## config.mk

```make
export PLATFORM = sky130hd
export DESIGN_NAME = stat_health_mon
export DESIGN_NICKNAME = d
export VERILOG_FILES = /design/src/rtl/stat_health_mon.sv
export SDC_FILE = /design/constraint.sdc
export NUM_CORES = 1
export LEC_CHECK = 0
export CAP_MARGIN = 25
export CORE_ASPECT_RATIO = 1.75
export CORE_MARGIN = 3
export CORE_UTILIZATION = 23
export DETAILED_ROUTE_END_ITERATION = 8
export PLACE_DENSITY = 0.49
export REMOVE_ABC_BUFFERS = 1
export SLEW_MARGIN = 20
export SYNTH_ARGS = -nofsm -noshare
export SYNTH_HDL_FRONTEND = slang
export SYNTH_SLANG_ARGS = --single-unit
```

## constraint.sdc

```tcl
create_clock -name clk -period 3 [get_ports clk]
set_input_delay 0.9 -clock clk [delete_from_list [all_inputs] [get_ports clk]]
set_output_delay 0.9 -clock clk [all_outputs]
set_load 0.1 [all_outputs]
```

## src/rtl/stat_health_mon.sv

```systemverilog
// rtl/stat_health_mon.sv - windowed per-word statistics health monitor with sticky alarm
// Optional run-length check: define STAT_HEALTH_MON_RUNLEN_CHECK_EN.
module stat_health_mon #(
  parameter int WORD_SIZE  = 256,
  parameter int BIT_RES    = $clog2(WORD_SIZE),
  parameter int WIN_LEN    = 1024,
  parameter int FAIL_LIMIT = 3,
  localparam int CW = $clog2(WIN_LEN) + 1,
  localparam int FW = $clog2(FAIL_LIMIT) + 1
) (
  input  logic               clk,
  input  logic               rst,
  input  logic               stat_valid,
  input  logic [BIT_RES-1:0] ones,
  input  logic [BIT_RES-1:0] change_sign_count,
  input  logic [BIT_RES-1:0] ones_max_len,
  input  logic [BIT_RES-1:0] zeros_max_len,
  input  logic [BIT_RES-1:0] ones_lo,
  input  logic [BIT_RES-1:0] ones_hi,
  input  logic [BIT_RES-1:0] cs_lo,
  input  logic [BIT_RES-1:0] cs_hi,
  input  logic [BIT_RES-1:0] run_max,
  input  logic [CW-1:0]      win_fail_tol,
  input  logic               start,
  input  logic               abort,
  input  logic               alarm_clr,
  output logic               busy,
  output logic               done,
  output logic               win_pass,
  output logic [CW-1:0]      fail_cnt,
  output logic [FW-1:0]      consec_fail,
  output logic               alarm
);

  typedef enum logic [1:0] {IDLE, RUN, REPORT} state_t;

  localparam logic [CW-1:0] WIN_LAST = CW'(WIN_LEN - 1);
  localparam logic [CW-1:0] WIN_MAX  = CW'(WIN_LEN);
  localparam logic [FW-1:0] LIMIT    = FW'(FAIL_LIMIT);

  state_t          state, state_nxt;
  logic [CW-1:0]   word_cnt, fail_acc;
  logic            clr_cnt, accept, word_fail, win_fail;
  logic [FW-1:0]   cf_inc;

  always_comb begin
    word_fail = (ones < ones_lo) || (ones > ones_hi) ||
                (change_sign_count < cs_lo) || (change_sign_count > cs_hi);
`ifdef STAT_HEALTH_MON_RUNLEN_CHECK_EN
    word_fail = word_fail || (ones_max_len > run_max) || (zeros_max_len > run_max);
`endif
  end

`ifndef STAT_HEALTH_MON_RUNLEN_CHECK_EN
  logic unused_runlen;
  assign unused_runlen = ^{ones_max_len, zeros_max_len, run_max};
`endif

  always_ff @(posedge clk or posedge rst) begin
    if (rst) state <= IDLE;
    else     state <= state_nxt;
  end

  // abort is checked before the word accept so it also beats the final-word transition
  always_comb begin
    state_nxt = state;
    clr_cnt   = 1'b0;
    accept    = 1'b0;
    case (state)
      IDLE: begin
        if (start) begin
          state_nxt = RUN;
          clr_cnt   = 1'b1;
        end
      end
      RUN: begin
        if (abort) begin
          state_nxt = IDLE;
        end else if (stat_valid) begin
          accept = 1'b1;
          if (word_cnt == WIN_LAST) state_nxt = REPORT;
        end
      end
      REPORT: begin
        if (start) begin
          state_nxt = RUN;
          clr_cnt   = 1'b1;
        end else begin
          state_nxt = IDLE;
        end
      end
      default: state_nxt = IDLE;
    endcase
  end

  always_ff @(posedge clk or posedge rst) begin
    if (rst) begin
      word_cnt <= '0;
      fail_acc <= '0;
    end else if (clr_cnt) begin
      word_cnt <= '0;
      fail_acc <= '0;
    end else if (accept) begin
      word_cnt <= word_cnt + 1'b1;
      if (word_fail && (fail_acc != WIN_MAX)) fail_acc <= fail_acc + 1'b1;
    end
  end

  assign win_fail = (fail_acc > win_fail_tol);
  assign cf_inc   = (consec_fail == LIMIT) ? LIMIT : consec_fail + 1'b1;

  // alarm set uses the post-increment count so a saturated streak keeps re-asserting it over alarm_clr
  always_ff @(posedge clk or posedge rst) begin
    if (rst) begin
      win_pass    <= 1'b0;
      fail_cnt    <= '0;
      consec_fail <= '0;
      alarm       <= 1'b0;
    end else begin
      if (state == REPORT) begin
        win_pass    <= !win_fail;
        fail_cnt    <= fail_acc;
        consec_fail <= win_fail ? cf_inc : '0;
      end
      if ((state == REPORT) && win_fail && (cf_inc == LIMIT)) alarm <= 1'b1;
      else if (alarm_clr)                                     alarm <= 1'b0;
    end
  end

  assign busy = (state == RUN);
  assign done = (state == REPORT);

endmodule
```

==> results_dict.tcl, run 1 <==
set metrics [dict create \
    status "completed" \
    syn_area_per_cell_um2 8.81 \
    skew_ns 0.00446 \
    multiInputGateArea_um2 1760 \
    post_synth_num_cell_types 50 \
    slew_headroom 0.656 \
    core_area_um2 12500 \
    grt_max_degree 41 \
    globalplace.congestion 0.809 \
    die-area_um2 14200 \
    path_max_fanout 6 \
    critPathTopFamily "buffers and inverters" \
    clk_latency_ns 0.28 \
    post-route-period-util 0.974 \
    hold_buffers 0 \
    drtIter0Drc 51 \
    drv_cap 0 \
    drive_above_1_share 0.124 \
    final-setup-viol-count 0 \
    dpl_cell_area_um2 4040 \
    netlist_instances 334 \
    routedWlPerCell_um 13.5 \
    critical_path_required_ns 3.18 \
    synth_xor_area_frac 0.0357 \
    period_needed_ns 2.92 \
    fmax_mhz 342 \
    die_h_um 156 \
    crit_arrival_ns 3.10 \
    layout.nets 567 \
    fill_cells 1316 \
    syn_to_final_growth_pct 44.6 \
    tritoncts "yes" \
    wl_um 8100 \
    synth_simple_gate_area_share 0.193 \
    ant_nets 0 \
    worst-path-buf-inv 3 \
    cts_buffers 5 \
    maxSlewViolCount 0 \
    rsz0062_at_grt "false" \
    final_area_um2 4260 \
    synth_mux_area_frac 0.0136 \
    dr.pass1.iters 4 \
    hold_viol 0 \
    via_count 2646 \
    ys_warn_count 0 \
    synth-seq-cells 40 \
    hp-class "flop to flop" \
    synth-compound-area-share 0.155 \
    io_buffers 82 \
    critPathSlowestCell "clkdlybuf4s50_1" \
    diodes 0 \
    globalRouteOverflowTotal 0 \
    ys_async_sr_fraction 1.00 \
    cp-end-kind "flop" \
    ys.flop_type "dfrtp_1" \
    routed_via_density 4.40 \
    grt_pass1_wl_um 13200 \
    htreeDepth 2 \
    ff_latch_area_um2 1000 \
    peakVddDrop_uv 419 \
    hpwl_um 6770 \
    drc_errors 0 \
    synth_edf_count 0 \
    clk_pin_slew_ns 0.06 \
    critical_path_class "input pin to flop" \
    antenna_found_initial 0 \
    worst-slew-pin-transition_ns 0.515 \
    root_buffer "clkbuf_16" \
    ios 107 \
    initial_core_util 0.235 \
    dieWidth_um 91.5 \
    cts.sinks 40 \
    grt_pass1_vias 2696 \
    ys_seq_area_frac 0.340 \
    synth_area_um2 2940 \
    start_kind "input pin" \
    track_usage 0.116 \
    critPathMaxStageDelay_ns 0.45 \
    rows 54 \
    power_density_nw_per_um2 366 \
    synth_fa_ha_area_frac 0.191 \
    cts_buffer_depth 2 \
    path_cells "clkdlybuf4s50_1 > ha_1 > a211oi_2 > nor2_1 > or3_4 > a32oi_4 > buf_12 > a21oi_4 > buf_4 > a31o_1" \
    synth_top_family_by_area "simple AND/OR/NAND/NOR gates" \
    p_leak_nw 2.15 \
    finalNonFillerCells 602 \
    placed_cells 593 \
]
## routing by layer
| layer | track usage | part of all wire |
|---|---|---|
| met1 | 0.121 | 0.36 |
| met2 | 0.223 | 0.57 |
| met3 | 0.0179 | 0.044 |
| met4 | 0.0518 | 0.024 |
| met5 | 0 | 0 |
## cells by family after synthesis
| group | Yosys count |
|---|---|
| adders and majority gates | 45 |
| muxes | 4 |
| xor gates and xnor gates | 12 |
| AOI/OAI and AO/OA | 61 |
| DFF | 40 |
| buffers and inverters | 55 |
| and+or+nand+nor | 117 |
## cell usage in the layout (no fill, tap or decap), types with 6 or more instances in the layout
master and n:
buf_4 32, xor2_1 6, nand4_1 10, o21ai_0 10, nor2_1 23, ha_1 45
a21oi_1 20, nand2_1 54, dfrtp_1 40, clkdlybuf4s50_1 64, inv_1 49, xnor2_1 6
## cell usage after synthesis (2+ instances only)
| cell type | count | area share |
|---|---|---|
| a22o_1 | 3 | 0.0089 |
| a211oi_1 | 2 | 0.0051 |
| nand4_2 | 2 | 0.0085 |
| and4_1 | 2 | 0.0060 |
| o21ai_0 | 11 | 0.019 |
| a31oi_1 | 2 | 0.0043 |
| ha_1 | 45 | 0.19 |
| nand4_1 | 10 | 0.021 |
| xor2_1 | 6 | 0.018 |
| nor2b_1 | 4 | 0.0085 |
| mux2i_1 | 4 | 0.014 |
| or3_1 | 2 | 0.0043 |
| nand2_1 | 54 | 0.069 |
| o21a_1 | 3 | 0.0077 |
| clkbuf_1 | 4 | 0.0051 |
| a21oi_1 | 20 | 0.034 |
| nor3_1 | 4 | 0.0068 |
| a21o_1 | 4 | 0.010 |
| inv_1 | 49 | 0.063 |
| nand3_1 | 3 | 0.0051 |
| and3_1 | 3 | 0.0064 |
| dfrtp_1 | 40 | 0.34 |
| a41o_1 | 2 | 0.0068 |
| nor2_1 | 23 | 0.029 |
| xnor2_1 | 6 | 0.018 |
| and2_1 | 2 | 0.0043 |
## repair_timing
item / 4_1_cts / 5_1_grt
pin swaps: 1 / 1
setup buffers: 1 / 0
endpoints found under the hold margin: 0 / 0
gates resized for setup: 2 / 3
setup endpoints to repair: 5 / 4
## flip-flops by register name (all words and copies together), names as in the netlist
signal,count
fail_cnt,11
win_pass,1
consec_fail,3
alarm,1
word_cnt,11
fail_acc,11
state,2
## final cells by class
type	count	area share
clock buffers	7	0.0359
clock inverters	1	0.00705
inverters	49	0.0432
multi-input cells	239	0.413
flip-flops and latches	40	0.235
well taps	168	0.0494
repair buffers	98	0.216
## worst reg2reg max path, stage by stage (launching register included)
cell      delay (ns)
dfrtp_1         0.46
ha_1            0.32
a21oi_1         0.14
nor2b_1         0.06
o21ai_0         0.20
o21ai_0         0.13
o21bai_1        0.19
a21oi_1         0.19
a41o_1          0.28
## stage by stage
| step | hold WS (ns) | utilization | setup slack [ns] | power, mW | TNS [ns] |
|---|---|---|---|---|---|
| final | 0.483 | 0.341 | 0.0780 | 1.56 | 0 |
| after CTS | 0.484 | 0.340 | 0.0278 | 1.58 | 0 |
| after global routing | 0.508 | 0.341 | 0.00134 | 1.64 | 0 |
| after floorplan | 0.450 | - | 0.355 | 0.745 | 0 |
| after global placement | 0.465 | 0.323 | -0.275 | 0.910 | -2.30 |
| after detailed placement | 0.463 | 0.323 | -0.352 | 0.917 | -3.00 |
## worst paths after layout
kind	startpoint	end	slack, ns	depth (start not counted)
setup / recovery	ones[5]	fail_acc[3]$_DFFE_PP0P_	0.08	10
hold / removal	state[1]$_DFFE_PP0P_	state[0]$_DFFE_PP0P_	0.48	1
setup reg to reg	fail_acc[4]$_DFFE_PP0P_	alarm$_DFFE_PP0P_	0.92	8
hold reg to reg	state[1]$_DFFE_PP0P_	state[0]$_DFFE_PP0P_	0.48	1
max in group asynchronous	rst	fail_cnt[0]$_DFFE_PP0P_	1.60	3
min in group asynchronous	rst	alarm$_DFFE_PP0P_	1.04	3
## power breakdown
part	internal, mW	leakage, nW	switching [mW]	total (mW)
registers	0.552	0.550	0.0128	0.565
logic	0.180	1.51	0.162	0.342
clock network	0.438	0.0901	0.211	0.649
total	1.17	2.15	0.386	1.56
Note: power is estimated with default switching activity, not from simulation.
==> run 2: changes to the inputs <==
- clock period: 3 -> 2.85 ns (I/O delays scaled with it)
==> results_dict.tcl, run 2 (synthesized netlist as in run 1, its figures left out) <==
set metrics [dict create \
    ios 107 \
    period_needed_ns 2.81 \
    dp_slack_ns -0.432 \
    critical_path_required_ns 3.03 \
    hpwl_um 6790 \
    htreeDepth 2 \
    cp-end-kind "flop" \
    final_cell_mix "nand2_1, clkdlybuf4s50_1, inv_1" \
    clk_latency_ns 0.29 \
    clk_pin_slew_ns 0.06 \
    antenna_found_initial 0 \
    dpl_cell_area_um2 4040 \
    globalplace.congestion 0.795 \
    fill_cells 1304 \
    die_h_um 156 \
    final_common_cell "nand2_1" \
    track_usage 0.117 \
    final-setup-viol-count 0 \
    grt_pass1_vias 2736 \
    hold_viol 0 \
    routedWlPerCell_um 13.8 \
    drc_errors 0 \
    syn_to_final_growth_pct 53.3 \
    via_count 2691 \
    hp-class "flop to flop" \
    slew_headroom 0.641 \
    crit_arrival_ns 2.99 \
    root_buffer "clkbuf_16" \
    critical_path_class "input pin to flop" \
    post-route-period-util 0.986 \
    drtIter0Drc 32 \
    path_max_fanout 4 \
    dieWidth_um 91.5 \
    maxSlewViolCount 0 \
    status "completed" \
    hold_ws_ns 0.480 \
    routed_via_density 4.41 \
    wl_um 8410 \
    initial_core_util 0.235 \
    drv_cap 0 \
    hold_buffers 0 \
    peakVddDrop_uv 356 \
    fmax_mhz 356 \
    dr.pass1.iters 4 \
    layout.nets 576 \
    worst-slew-pin-transition_ns 0.539 \
    start_kind "input pin" \
    diodes 0 \
    ant_nets 0 \
    drive_above_1_share 0.204 \
    cts.sinks 40 \
    die-area_um2 14200 \
    top_regs "fail_acc x11, fail_cnt x11, word_cnt x11" \
    globalRouteOverflowTotal 0 \
    core_area_um2 12500 \
    worst_slack_ns 0.0399 \
    final_area_um2 4510 \
    fin_util 0.361 \
    io_buffers 82 \
    cts_buffer_depth 2 \
    cts_buffers 5 \
    tritoncts "yes" \
    power_density_nw_per_um2 345 \
    grt_max_degree 41 \
    skew_ns 0.00660 \
    p_leak_nw 2.33 \
    rows 54 \
    grt_pass1_wl_um 13400 \
    fin_setup_tns_ns 0 \
]
## run 2: cell count changes in the layout (fill, tap and decap cells not counted), sizes merged
cell           change
clkdlybuf4s50     -20
dlymetal6s2s      +15
buf                +9
dlygate4sd2        +5
bufinv             -1
clkbuf             -1
clkinv             +1
## run 2: worst paths after layout
path	depth (start not counted)	slack, ns	start	end
max	12	0.04	ones_hi[3]	fail_acc[10]$_DFFE_PP0P_
min	2	0.48	fail_cnt[10]$_DFFE_PP0P_	fail_cnt[10]$_DFFE_PP0P_
max reg2reg	8	0.83	fail_acc[4]$_DFFE_PP0P_	alarm$_DFFE_PP0P_
min reg2reg	2	0.48	fail_cnt[10]$_DFFE_PP0P_	fail_cnt[10]$_DFFE_PP0P_
max in group asynchronous	3	1.47	rst	word_cnt[8]$_DFFE_PP0P_
min in group asynchronous	3	1.00	rst	consec_fail[2]$_DFFE_PP0P_
## run 2: what timing repair did
item / CTS / global route
pin swaps: 9 / 32
gates cloned: 0 / 0
endpoints found under the hold margin: 0 / 0
setup buffers: 4 / 5
gates resized for setup: 15 / 47
endpoints found under the setup margin: 11 / 9
## run 2: area by class of cell
type / instances / area [µm²] / share of cell area
timing repair buffer: 107 / 1040 / 0.231
tap: 168 / 210 / 0.0466
inverter: 49 / 184 / 0.0408
multi-input combinational: 239 / 1940 / 0.430
clock inverter: 1 / 5.00 / 0.00111
sequential: 40 / 1000 / 0.222
clock buffer: 6 / 129 / 0.0286
## run 2: power breakdown
group          switching, mW  total (mW)  internal [mW]
Combinational          0.198       0.427          0.229
Clock                  0.218       0.536          0.318
Sequential            0.0130       0.594          0.581
Total                  0.429        1.56           1.13
## run 2: per-layer routing
| layer | part of all wire | wire (µm) | up-vias | GRT usage |
|---|---|---|---|---|
| met5 | 0 | 0 | - | 0 |
| met1 | 0.36 | 3010 | 1254 | 0.120 |
| met3 | 0.048 | 407 | 9 | 0.0169 |
| li1 | - | - | 1365 | - |
| met2 | 0.58 | 4860 | 63 | 0.234 |
| met4 | 0.016 | 136 | 0 | 0.0424 |
## run 2: worst max-delay path: stages
cell and delay (ns):
clkdlybuf4s50_1 0.47, inv_2 0.04, ha_4 0.21, and2_4 0.17
buf_4 0.13, nand4_1 0.10, a32oi_4 0.15, buf_12 0.16
buf_4 0.13, a2111oi_4 0.35, xnor2_1 0.16, nor2_1 0.06
## run 2: per-stage QoR
stage | cells | total power, mW
floorplan | 328 | 0.784
global placement | 594 | 0.952
detailed placement | 594 | 0.961
CTS | 605 | 1.54
global route | 610 | 1.65
finish | 610 | 1.56
